--- config.mk ---
export PLATFORM = sky130hd
export DESIGN_NAME = wb_rr_arbiter
export DESIGN_NICKNAME = d
export VERILOG_FILES = /design/src/rtl/wb_rr_arbiter.sv
export SDC_FILE = /design/constraint.sdc
export NUM_CORES = 1
export LEC_CHECK = 0
export ABC_CLOCK_PERIOD_IN_PS = 5890
export CORE_AREA = 2 2 124 126
export DETAILED_ROUTE_END_ITERATION = 10
export DIE_AREA = 0 0 126 128
export GPL_ROUTABILITY_DRIVEN = 0
export PLACE_DENSITY = 0.53
export SYNTH_ARGS = -nofsm -noshare
export SYNTH_HDL_FRONTEND = slang
export SYNTH_SLANG_ARGS = --single-unit
--- constraint.sdc ---
create_clock -name clk -period 5.89 [get_ports clk]
set_clock_uncertainty 0.2 [all_clocks]
set_input_delay 1.4725 -clock clk [delete_from_list [all_inputs] [get_ports clk]]
set_output_delay 1.4725 -clock clk [all_outputs]
set_load 0.02 [all_outputs]
--- src/rtl/wb_rr_arbiter.sv ---
// Two-master to one-slave Wishbone classic arbiter. Round-robin grant held for the owner's whole cyc_i period.
// Optional slave watchdog enabled by defining WB_ARB_TIMEOUT_EN.
module wb_rr_arbiter #(
    parameter int ADDR_WIDTH     = 32,
    parameter int DATA_WIDTH     = 32,
    parameter int TIMEOUT_CYCLES = 256
) (
    input  logic                    clk,
    input  logic                    rst,
    input  logic [ADDR_WIDTH-1:0]   m0_adr_i,
    input  logic [DATA_WIDTH-1:0]   m0_dat_i,
    output logic [DATA_WIDTH-1:0]   m0_dat_o,
    input  logic                    m0_we_i,
    input  logic [DATA_WIDTH/8-1:0] m0_sel_i,
    input  logic                    m0_stb_i,
    input  logic                    m0_cyc_i,
    output logic                    m0_ack_o,
    output logic                    m0_err_o,
    input  logic [ADDR_WIDTH-1:0]   m1_adr_i,
    input  logic [DATA_WIDTH-1:0]   m1_dat_i,
    output logic [DATA_WIDTH-1:0]   m1_dat_o,
    input  logic                    m1_we_i,
    input  logic [DATA_WIDTH/8-1:0] m1_sel_i,
    input  logic                    m1_stb_i,
    input  logic                    m1_cyc_i,
    output logic                    m1_ack_o,
    output logic                    m1_err_o,
    output logic [ADDR_WIDTH-1:0]   s_adr_o,
    output logic [DATA_WIDTH-1:0]   s_dat_o,
    input  logic [DATA_WIDTH-1:0]   s_dat_i,
    output logic                    s_we_o,
    output logic [DATA_WIDTH/8-1:0] s_sel_o,
    output logic                    s_stb_o,
    output logic                    s_cyc_o,
    input  logic                    s_ack_i,
    input  logic                    s_err_i,
    output logic [1:0]              gnt_o
);

    typedef enum logic [1:0] {
        IDLE = 2'd0,
        OWN0 = 2'd1,
        OWN1 = 2'd2
    } state_t;

    state_t     state_q, state_d;
    logic       last_owner_q, last_owner_d;
    logic [1:0] gnt_q, gnt_d;
    logic       tmo_err;

    if (TIMEOUT_CYCLES < 2) begin : g_bad_timeout
        $error("wb_rr_arbiter: TIMEOUT_CYCLES must be at least 2");
    end
    if ((DATA_WIDTH % 8) != 0) begin : g_bad_width
        $error("wb_rr_arbiter: DATA_WIDTH must be a multiple of 8");
    end

    always_ff @(posedge clk) begin
        if (rst) begin
            state_q      <= IDLE;
            last_owner_q <= 1'b1;
            gnt_q        <= 2'b00;
        end else begin
            state_q      <= state_d;
            last_owner_q <= last_owner_d;
            gnt_q        <= gnt_d;
        end
    end

    // Owners always return to IDLE before a new grant, giving a one-cycle turnaround.
    always_comb begin
        state_d      = state_q;
        last_owner_d = last_owner_q;
        case (state_q)
            IDLE: begin
                if (m0_cyc_i && (!m1_cyc_i || last_owner_q)) begin
                    state_d      = OWN0;
                    last_owner_d = 1'b0;
                end else if (m1_cyc_i) begin
                    state_d      = OWN1;
                    last_owner_d = 1'b1;
                end
            end
            OWN0:    if (!m0_cyc_i) state_d = IDLE;
            OWN1:    if (!m1_cyc_i) state_d = IDLE;
            default: state_d = IDLE;
        endcase
        gnt_d = {state_d == OWN1, state_d == OWN0};
    end

    assign gnt_o    = gnt_q;
    assign m0_dat_o = s_dat_i;
    assign m1_dat_o = s_dat_i;

    always_comb begin
        s_adr_o  = '0;
        s_dat_o  = '0;
        s_we_o   = 1'b0;
        s_sel_o  = '0;
        s_stb_o  = 1'b0;
        s_cyc_o  = 1'b0;
        m0_ack_o = 1'b0;
        m0_err_o = 1'b0;
        m1_ack_o = 1'b0;
        m1_err_o = 1'b0;
        case (state_q)
            OWN0: begin
                s_adr_o  = m0_adr_i;
                s_dat_o  = m0_dat_i;
                s_we_o   = m0_we_i;
                s_sel_o  = m0_sel_i;
                s_stb_o  = m0_stb_i & m0_cyc_i;
                s_cyc_o  = m0_cyc_i;
                m0_ack_o = s_ack_i;
                m0_err_o = s_err_i | tmo_err;
            end
            OWN1: begin
                s_adr_o  = m1_adr_i;
                s_dat_o  = m1_dat_i;
                s_we_o   = m1_we_i;
                s_sel_o  = m1_sel_i;
                s_stb_o  = m1_stb_i & m1_cyc_i;
                s_cyc_o  = m1_cyc_i;
                m1_ack_o = s_ack_i;
                m1_err_o = s_err_i | tmo_err;
            end
            default: ;
        endcase
    end

`ifdef WB_ARB_TIMEOUT_EN
    localparam int CNT_W = (TIMEOUT_CYCLES > 2) ? $clog2(TIMEOUT_CYCLES) : 1;
    localparam logic [CNT_W-1:0] CNT_LAST = CNT_W'(TIMEOUT_CYCLES - 1);

    logic [CNT_W-1:0] cnt_q, cnt_d;
    logic             tmo_q, tmo_d;
    logic             stall;

    // Counts unanswered strobe cycles; any response or loss of ownership restarts it.
    always_comb begin
        stall = s_stb_o & ~s_ack_i & ~s_err_i;
        cnt_d = '0;
        tmo_d = 1'b0;
        if (stall && state_q != IDLE) begin
            if (cnt_q == CNT_LAST) tmo_d = 1'b1;
            else                   cnt_d = cnt_q + 1'b1;
        end
    end

    always_ff @(posedge clk) begin
        if (rst) begin
            cnt_q <= '0;
            tmo_q <= 1'b0;
        end else begin
            cnt_q <= cnt_d;
            tmo_q <= tmo_d;
        end
    end

    assign tmo_err = tmo_q;
`else
    assign tmo_err = 1'b0;
`endif

endmodule

Word-level counts from Yosys, hierarchy flattened
Cells that the tools add are included.
- equality and inequality tests: 4
- mux-type cells: 17
- bitwise logic cells: 2
- reduce and logical (&&, ||, !) cells: 6
- operator list (cell ; count):
    32-bit case mux with 2 select lines ; 2
    2-bit 2-to-1 mux ; 4
    4-bit case mux with 2 select lines ; 1
    1-bit 2-to-1 mux ; 6
    1-bit case mux with 2 select lines ; 3
    2-bit case mux with 3 select lines ; 1
    2-bit by 1-bit == test with 1-bit output, second input constant ; 2
    2-bit == test, second input constant ; 2
    1-bit bitwise AND ; 2
    2-bit logical NOT ; 1
    2-bit AND reduction ; 1
    2-bit nonzero test ; 1
    1-bit logical AND ; 1
    1-bit logical NOT ; 1
    1-bit logical OR ; 1
- register bits after elaboration: 5
- bits of input ports: 178
- output and inout port bits: 141
- word-level logic and storage cells: 32

Logic depth before layout (Yosys ltp)
- depth after elaboration: 6
- mapped depth: 6
- mapped depth without buffers: 5

Least setup slack after synthesis
OpenSTA, ideal clock, no wires.
- path type: input -> output
- start: in m0_stb_i
- end: out s_stb_o
- arrival: 2061 ps
- required time: 4218 ps
- slack: 2157 ps
- stages: 2
- cell sequence: nand3_1 a21boi_0
- word-level cells in the longest chain between the ends: 2
- ends and longest elaborated chain (item ; RTL line ; source):
    start: declaration ; 15 ; input logic m0_stb_i,
    1-bit bitwise AND ; 112 ; s_stb_o = m0_stb_i & m0_cyc_i;
    1-bit case mux with 2 select lines ; 106 ; case (state_q)
    end: declaration ; 33 ; output logic s_stb_o,
No other way between the ends.

Worst setup path in the final report
- start: in m0_cyc_i
- end: out s_stb_o
- word-level cells in the longest chain between the ends: 2
- ends and longest elaborated chain (item ; RTL line ; source):
    start: declaration ; 16 ; input logic m0_cyc_i,
    1-bit bitwise AND ; 112 ;
    1-bit case mux with 2 select lines ; 106 ;
No other way between the ends.

==> impl_metrics.json <==
{
  "grt_pass1_vias": 2525,
  "layout.nets": 583,
  "cts-buffers-inserted": 3,
  "tritoncts": "built",
  "io_pins": 319,
  "relSlewSlack_pct": 33.2,
  "syn_area_um2": 1850,
  "combinationalPowerShare_pct": 72.8,
  "slowest_stage": "clkdlybuf4s50_1",
  "ant_nets": 0,
  "ir_drop_uv": 134,
  "p_clk_share_pct": 19.7,
  "rsz0062_at_grt": "false",
  "crit_fanout": 6,
  "path_class": "in2out",
  "total_power_mw": 0.563,
  "hold_violations": 0,
  "die_y_um": 128,
  "cp_common_cell": "clkdlybuf4s50_1",
  "timing.fmax_mhz": 211,
  "multi_input_area_um2": 1170,
  "rows": 45,
  "post-cts-setup-buffers": 0,
  "rrSetupSlack_ns": 3.46,
  "antenna_found_initial": 0,
  "drv_slew": 0,
  "fillCellCount": 1650,
  "clock_sinks": 5,
  "holdWs_ns": 0.329,
  "setup_viol": 0,
  "postSynthAreaPerCell_um2": 7.13,
  "worst_pin_slew_ns": 1.00,
  "tns_ns": 0,
  "drt_iter0_markers": 84,
  "dp_hpwl_mm": 6.94,
  "area_delta_synth_final_pct": 107,
  "wl_mm": 8.75,
  "yosys_warnings": 0,
  "netlist-cell-type-count": 24,
  "arrival_ns": 3.07,
  "p_sw_mw": 0.208,
  "crit_path_max_incr_delay_ns": 0.66,
  "yosysSeqAreaShare_pct": 5.42,
  "clock_latency_ns": 0.23,
  "synth_seq_cells": 5,
  "cts_max_level": 1,
  "end_kind": "output pin",
  "wl_per_cell_um": 14.9,
  "hp-class": "reg2reg",
  "power_density_nw_per_um2": 147,
  "grt_pass1_wl_mm": 13.0,
  "grt_usage_pct": 9.88,
  "intPower_mw": 0.355,
  "antenna_cells": 0,
  "leakage_nw": 1.18,
  "firstDrtPassIters": 4,
  "status": "completed",
  "vias": 2323,
  "initial_core_util_pct": 12.4,
  "critPathLaunchType": "input pin",
  "finalCritPeriodShare_pct": 80.5,
  "grt-ovfl-total": 0,
  "vias_per_cell": 3.95,
  "die_area_um2": 16100,
  "ctsResizeCount": 0,
  "fp.dieW_um": 126,
  "clk_pin_slew_ns": 0.03,
  "layout-drive-gt1-share_pct": 2.75,
  "cp_cell_sequence": "clkdlybuf4s50_1 > nand3_1 > a21boi_0 > clkdlybuf4s50_1",
  "core_area_um2": 14900,
  "seq_power_share_pct": 7.5,
  "min_period_ns": 4.74,
  "grt_max_degree": 72,
  "io_buffers": 222,
  "regArea_um2": 100,
  "cap_violations": 0,
  "drc": 0,
  "synthesis.nets": 441,
  "cts-root-buf": "clkbuf_16",
  "cts-hold-fix-buffers": 0,
  "synth_cells": 259,
  "crit_required_ns": 4.22,
  "switching_share_pct": 36.9,
  "cts_buffer_depth": 2
}
## final cells by class
| cell class | instances | share of cell area, % |
|---|---|---|
| Timing Repair Buffer | 224 | 58.4 |
| Multi-Input combinational cell | 165 | 30.6 |
| Tap cell | 188 | 6.14 |
| Sequential cell | 5 | 2.61 |
| Clock buffer | 4 | 2.06 |
| Inverter | 2 | 0.196 |
## logic make-up after synthesis
group           synth area share, %
flops                          5.42
compound gates                 30.7
simple gates                   29.6
fa+ha+maj                      2.71
buf+inv                        31.6
## stage by stage
| step | instance area (um^2) | util, % | cells | setup slack [ns] |
|---|---|---|---|---|
| final | 3830 | 25.8 | 588 | 1.15 |
| after global routing | 3830 | 25.8 | 588 | 1.07 |
| after CTS | 3830 | 25.8 | 588 | 1.14 |
| after detailed placement | 3750 | 25.2 | 584 | 1.14 |
| after global placement | 3750 | 25.2 | 584 | 1.20 |
| after floorplan | 1850 | - | 259 | 2.16 |
## cell usage in the layout, fill, tap and decap left out
master             n
nand2_1            1
nor2b_1           71
dfxtp_1            5
a21boi_0           1
and3_1             1
o21bai_1           1
nor4b_2            1
a22o_1             1
or2_2              1
ha_1               1
a222oi_1           1
nand3_1            2
a22oi_1           69
buf_4              2
nor3_1             2
nor2_1             1
clkdlybuf4s50_1  222
clkbuf_1           1
a221oi_2           1
clkbuf_16          3
ha_2               3
inv_1              2
nor4b_1            1
and2_1             6
## power by group through the flow
stage | Combinational (mW) | Clock, mW | Sequential [mW]
4_1_cts | 0.415 | 0.114 | 0.0422
6_report | 0.410 | 0.111 | 0.0421
3_3_place_gp | 0.410 | 0 | 0.0422
5_1_grt | 0.440 | 0.117 | 0.0426
3_5_place_dp | 0.414 | 0 | 0.0426
2_1_floorplan | 0.265 | 0 | 0.0435
## critical path, delay by kind of cell
kind / cells / cell delay [ns]
simple gates: 1 / 0.10
buf+inv: 2 / 1.23
compound gates: 1 / 0.27
## final timing paths
check	from	end	cells past startpoint
max	m0_cyc_i	s_stb_o	4
min	last_owner_q	last_owner_q	2
max reg2reg	state_q[0]	gnt_o[0]	5
min reg2reg	last_owner_q	last_owner_q	2
## sequential cells by signal, summed over array words and instances (netlist names)
signal,flops
state_q,2
gnt_o,2
last_owner_q,1
## synth_stat cells
cell type	count	area (um^2)
buf_6	1	11.3
ha_1	4	50.1
buf_1	4	15.0
inv_1	2	7.51
a221oi_2	1	15.0
a21boi_0	1	7.51
dfxtp_1	5	100
nor3_1	2	10.0
nor2b_1	71	444
or2_2	1	6.26
buf_2	1	5.00
nand2_1	1	3.75
clkbuf_1	17	63.8
o21bai_1	1	7.51
nor2_1	1	3.75
nor4b_2	1	15.0
nor4b_1	1	8.76
a22oi_1	69	518
nand3_1	2	10.0
a22o_1	1	8.76
buf_4	64	480
and3_1	1	6.26
and2_1	6	37.5
a222oi_1	1	10.0
## metal layers
| layer | up-vias | track usage [%] | routed length (um) |
|---|---|---|---|
| met5 | - | 0 | 0 |
| met4 | 0 | 3.30 | 239 |
| met3 | 28 | 3.71 | 953 |
| met2 | 131 | 17.2 | 4280 |
| met1 | 1033 | 11.1 | 3280 |
| li1 | 1131 | - | - |
Note: power is estimated with default switching activity, not from simulation.
